==> config.mk <==
export PLATFORM = sky130hd
export DESIGN_NAME = io_input_conditioner
export DESIGN_NICKNAME = d
export VERILOG_FILES = /design/src/rtl/io_input_conditioner.sv
export SDC_FILE = /design/constraint.sdc
export NUM_CORES = 1
export LEC_CHECK = 0
export ABC_CLOCK_PERIOD_IN_PS = 1950
export BUFFER_PORTS_ARGS = -buffer_cell sky130_fd_sc_hd__buf_4
export CAP_MARGIN = 20
export CORE_UTILIZATION = 55
export DETAILED_ROUTE_END_ITERATION = 8
export HOLD_SLACK_MARGIN = 0.08
export PLACE_DENSITY = 0.79
export SYNTH_ARGS = -nofsm -noshare
export SYNTH_HDL_FRONTEND = slang
export SYNTH_SLANG_ARGS = --single-unit
==> constraint.sdc <==
create_clock -name clk_i -period 1.95 [get_ports clk_i]
set_clock_uncertainty 0.1 [all_clocks]
set_input_delay 0.0975 -clock clk_i [delete_from_list [all_inputs] [get_ports clk_i]]
set_output_delay 0.0975 -clock clk_i [all_outputs]
set_load 0.03 [all_outputs]
==> src/rtl/io_input_conditioner.sv <==
// Board input conditioner: synchroniser, per-channel debounce, edge pulses,
// sticky write-1-to-clear event register and a masked, registered interrupt.
module io_input_conditioner #(
    parameter int unsigned       NUM_CH          = 32,
    parameter int unsigned       SYNC_STAGES     = 2,
    parameter int unsigned       DEBOUNCE_CYCLES = 16,
    parameter logic [NUM_CH-1:0] RESET_VAL       = '0
) (
    input  logic              clk_i,
    input  logic              rst_ni,
    input  logic [NUM_CH-1:0] raw_i,
    input  logic              tick_i,
    output logic [NUM_CH-1:0] level_o,
    output logic [NUM_CH-1:0] rise_o,
    output logic [NUM_CH-1:0] fall_o,
    output logic [NUM_CH-1:0] event_o,
    input  logic              clr_en_i,
    input  logic [NUM_CH-1:0] clr_i,
    input  logic [NUM_CH-1:0] irq_mask_i,
    output logic              irq_o
);

    localparam int unsigned    CW       = $clog2(DEBOUNCE_CYCLES) + 1;
    localparam logic [CW-1:0]  CNT_LAST = CW'(DEBOUNCE_CYCLES - 1);
    localparam logic [CW-1:0]  CNT_ONE  = CW'(1);

    logic [NUM_CH-1:0] sync_q [SYNC_STAGES];
    logic [CW-1:0]     cnt_q  [NUM_CH];
    logic [CW-1:0]     cnt_d  [NUM_CH];
    logic [NUM_CH-1:0] level_q, level_d;
    logic [NUM_CH-1:0] rise_q, rise_d;
    logic [NUM_CH-1:0] fall_q, fall_d;
    logic [NUM_CH-1:0] event_q, event_d;
    logic              irq_q;
    logic [NUM_CH-1:0] stable;

    assign stable = sync_q[SYNC_STAGES-1];

    always_ff @(posedge clk_i or negedge rst_ni) begin
        if (!rst_ni) begin
            for (int k = 0; k < int'(SYNC_STAGES); k++) sync_q[k] <= RESET_VAL;
        end else begin
            sync_q[0] <= raw_i;
            for (int k = 1; k < int'(SYNC_STAGES); k++) sync_q[k] <= sync_q[k-1];
        end
    end

    // The counter only advances on ticks while the synchronised input
    // disagrees with the accepted level; any agreement discards progress.
    always_comb begin
        level_d = level_q;
        cnt_d   = cnt_q;
        for (int i = 0; i < int'(NUM_CH); i++) begin
            if (stable[i] == level_q[i]) begin
                cnt_d[i] = '0;
            end else if (tick_i) begin
                if (cnt_q[i] == CNT_LAST) begin
                    level_d[i] = ~level_q[i];
                    cnt_d[i]   = '0;
                end else begin
                    cnt_d[i] = cnt_q[i] + CNT_ONE;
                end
            end
        end
        rise_d  = level_d & ~level_q;
        fall_d  = ~level_d & level_q;
        // A new edge wins over a simultaneous clear of the same bit.
        event_d = (event_q & ~(clr_i & {NUM_CH{clr_en_i}})) | rise_d | fall_d;
    end

    always_ff @(posedge clk_i or negedge rst_ni) begin
        if (!rst_ni) begin
            for (int i = 0; i < int'(NUM_CH); i++) cnt_q[i] <= '0;
            level_q <= RESET_VAL;
            rise_q  <= '0;
            fall_q  <= '0;
            event_q <= '0;
            irq_q   <= 1'b0;
        end else begin
            cnt_q   <= cnt_d;
            level_q <= level_d;
            rise_q  <= rise_d;
            fall_q  <= fall_d;
            event_q <= event_d;
            irq_q   <= |(event_q & irq_mask_i);
        end
    end

    assign level_o = level_q;
    assign rise_o  = rise_q;
    assign fall_o  = fall_q;
    assign event_o = event_q;
    assign irq_o   = irq_q;

endmodule

Word level (Yosys, flattened, before mapping):

Cells that the tools add are included.

* input port bits: 100
* bits in registers: 353
* output and inout bits: 129

* eq/ne operators: 64
* multiplexer cells: 192
* reduce and logical (&&, ||, !) cells: 33
* bitwise logic cells: 42
* $add $sub $neg: 32

Operators with widths (number)
* $mux 5: 96
* $add 5x1->5 const B: 32
* $and 32x32->32: 5
* $eq 5x4->1 const B: 32
* $mux 1: 96
* $not 32->32: 3
* $or 32x32->32: 2
* $reduce_bool 2->1: 32
* $eq 1x1->1: 32
* $not 1->1: 32
* $reduce_or 32->1: 1

Longest topological paths before layout:

* depth after elaboration: 7
* gate-level depth with buffers: 5
* gate-level depth less buffers: 4

Worst setup path before layout:

No wires, ideal clock.

* path kind: reg2reg
* start point: reg event_q[10], in the netlist event_o[10]
* end point: reg irq_q, in the netlist irq_o
* data required time: 1.712 ns
* cell stages (with the launch flop): 4
* library setup time: 0.138 ns
* buffers on the path: 0
* clock period less this slack: 1.510 ns
* setup slack: 0.440 ns
* arrival: 1.271 ns
* cells stage by stage: dfrtp_1 > a22oi_1 > nand4_1 > or4_1

* word-level cells in the longest chain between the ends: 2

RTL lines
* start, declared: RTL line 33 `logic [NUM_CH-1:0] event_q, event_d;`
* start signal, assigned: RTL line 84 `event_q <= event_d;`
* $and 32x32->32: RTL line 85 `irq_q <= |(event_q & irq_mask_i);`
* $reduce_or 32->1: RTL line 85
* end signal, assigned: RTL line 85
* end, declared: RTL line 34 `logic irq_q;`

Every way passes these cells.
A chain may end at the register's enable or synchronous reset.

Final worst setup path:

* start point: reg event_q[11], in the netlist event_o[11]
* end point: reg irq_q, in the netlist irq_o

Same word-level chain as after synthesis.

==> out/summary.md <==
### STA
• Slew Limit Fails: 0
• maximum operating frequency: 531 MHz
• transition time at the pin with the least slew margin: 621 ps
• count of endpoints failing setup in the final report: 0
• post-route fraction of the period consumed by the critical path: 96.6%
• final critical-path setup slack: 66.1 ps
• final total negative setup slack: 0 ps
• Max transition margin: 58.3%
• setup repair after global routing missed its margin: no
• Final Hold Viols: 0
• min cycle time layout: 1880 ps

### Floorplan
• die outline width: 165 um
• Top-Level Pins: 229
• Core Rows: 59
• placeable core area: 26100 um2
• chip height: 165 um
• initial core utilization: 56.0%
• Die Outline Area: 27200 um2

### Place
• port bufs: 228
• hpwl dp: 22500 um
• routability cong.: 0.849
• Setup Slack @ Placement: 237 ps
• cell total after placement: 1783

### Global route
• initial antenna violation count: 1
• Global Route Usage Sum: 27.0%
• first-pass GRT wire length: 56600 um
• number of global-route vias before repair: 11100
• pin count of the biggest net entering global routing: 70
• Overflow after GRT: 0

### Clock tree
• worst skew pair latency: 520 ps
• Root Buffer: clkbuf_16
• TritonCTS Buffers: 38
• H-Tree Level Count: 2
• clock tree from TritonCTS: done
• post-CTS clock slew at the launch and capture registers of the worst setup and hold paths: 60 ps
• CTS Buffer Depth: 3
• total clock sinks: 353

### Logic synthesis
• Synth Register Bits: 353
• top cell type's share of synthesized area: 60.5%
• number of warning messages in the yosys log: 0
• EDFF count, synth: 0
• syn avg cell area: 11.8 um2
• leading cell types by total area after synthesis: dfrtp_1 61%, nand2_1 5.6%, mux2_4 3.0%
• proportion of synthesized chip area in sequential cells: 60.5%
• cell area after synthesis: 14600 um2
• Distinct cells, synth: 32
• Synth area leader: dfrtp_1
• number of instances in the synthesized netlist: 1233
• total nets after synthesis: 1365
• fraction of registers with async set or reset after synthesis: 100%
• main flop type after synthesis: dfrtp_1

### Layout
• layout filler cell count: 1641
• fraction of layout instances using a drive strength above 1: 23.3%
• area occupied by registers: 8840 um2
• area of the multi-input gates: 5580 um2
• Final Net Count: 1746
• layout overhead on the synthesized area: 31.5%
• Layout Cells excl Fill: 1970

### Critical path
• register-to-register path setup slack: 70 ps
• endpoint arrival time on the critical path: 2180 ps
• element type at the critical path start: flip-flop
• CP max FO: 2
• critical path type: reg2reg
• data required time of the critical path: 2250 ps
• Setup crit end kind: flip-flop

### Drt
• final routed wirelength across all metal layers: 35900 um
• post-detailed-route DRC marker count: 0
• per-cell via count in the routed design: 5.65
• number of search-and-repair iterations in the first detailed-routing pass: 5
• number of nets with antenna violations after routing: 0
• total vias in the final route: 11100
• routed wirelength normalized by instance count: 18.2 um
• drt initial violations: 1029

### Pwr
• Leak Pwr: 0.00936 uW
• IR drop worst, VDD: 858 uV
• PwrDens: 808 nW/um2

### Flow run
• Maximum Capacitance Violations: 0

### Status
• outcome: finished clean

### Hold path
• min-delay worst type: in2reg

## logic make-up (layout without fill, tap and decap cells)
family | after synthesis | count (layout) | share of synthesized area (%)
other cells | 0 | 1 | 0
simple gates | 520 | 520 | 19.5
buf+inv | 31 | 432 | 1.23
fa+ha+maj | 32 | 32 | 2.74
compound gates | 194 | 194 | 8.45
mux | 39 | 39 | 3.69
xor+xnor | 64 | 64 | 3.84
flops | 353 | 353 | 60.5
## layer usage
| layer | share of wire [%] | wire length [um] | up-vias | track usage (%) |
|---|---|---|---|---|
| met5 | 0 | 0 | - | 0 |
| met4 | 3.3 | 1190 | 0 | 10.6 |
| met3 | 6.2 | 2220 | 80 | 5.20 |
| met2 | 49 | 17600 | 377 | 44.3 |
| met1 | 42 | 14900 | 5539 | 35.4 |
| li1 | - | - | 5137 | - |
## power by group
| group | leakage [uW] | internal (uW) | switching [uW] |
|---|---|---|---|
| combinational | 0.00404 | 490 | 517 |
| clock | 0.000579 | 4070 | 2770 |
| sequential | 0.00474 | 7490 | 169 |
## cells in the mapped netlist (29+ instances only)
cell,instances
nand3_1,61
nor2_1,73
mux2_4,29
xor2_1,32
ha_1,32
xnor2_1,32
dfrtp_1,353
a21oi_1,57
nand2_1,216
nor3b_1,58
or2_4,29
nand3b_1,32
o21ai_0,58
## worst paths after layout
| path | to | cells after the start | start |
|---|---|---|---|
| min in group asynchronous | sync_q[39]$_DFF_PN0_ | 3 | rst_ni |
| min reg2reg | stable[26]$_DFF_PN0_ | 0 | sync_q[58]$_DFF_PN0_ |
| max | irq_o$_DFF_PN0_ | 4 | event_o[11]$_DFF_PN0_ |
| max in group asynchronous | cnt_q[64]$_DFFE_PN0P_ | 4 | rst_ni |
| max reg2reg | irq_o$_DFF_PN0_ | 4 | event_o[11]$_DFF_PN0_ |
| min | event_o[5]$_DFF_PN0_ | 4 | clr_en_i |
## registers in the layout, summed over array words and instances (netlist names)
name and cells:
rise_o 32, level_o 32, irq_o 1, fall_o 32, stable 32, cnt_q 160
event_o 32, sync_q 32
## final cells by class
type	count	share of cell area, %
timing repair buffer	371	16.6
sequential	353	46.0
tap	335	2.18
clock inverter	5	0.300
multi-input combinational	849	29.1
inverter	1	0.0261
clock buffer	55	5.81
antenna	1	0.0130
## layout by cell type, fill, tap and decap left out, drive strengths merged, types with 55 or more instances in the layout
master       netlist  final
dfrtp            353    353
buf               21    246
nand2            216    216
dlygate4sd3        0    125
nor2              73     73
nand3             61     61
nor3b             58     58
o21ai             58     58
a21oi             57     57
clkbuf             9     55
## per-stage QoR
| stage | total power (uW) | util [%] | area, um2 | hold slack (ps) |
|---|---|---|---|---|
| 2_1_floorplan | 8110 | - | 14600 | -298 |
| 5_1_grt | 16100 | 73.7 | 19200 | 91.0 |
| 3_3_place_gp | 8540 | 64.3 | 16800 | -55.1 |
| 3_5_place_dp | 8580 | 64.3 | 16800 | -53.6 |
| 4_1_cts | 15600 | 73.6 | 19200 | 83.8 |
| 6_report | 15500 | 73.7 | 19200 | 110 |
## timing repair
| item | CTS | global route |
|---|---|---|
| buffers inserted | 0 | 1 |
| setup endpoints to repair | 0 | 1 |
| hold buffers | 125 | 0 |
| hold endpoints to repair | 448 | 0 |
| gates resized for setup | 0 | 2 |
## worst max-delay path, stage by stage, from the launching register on
cell and delay, ps:
dfrtp_2 430, a22oi_1 180, dlygate4sd3_1 570, nand4_1 70, or4_1 400
(Power assumes the default switching activity.)
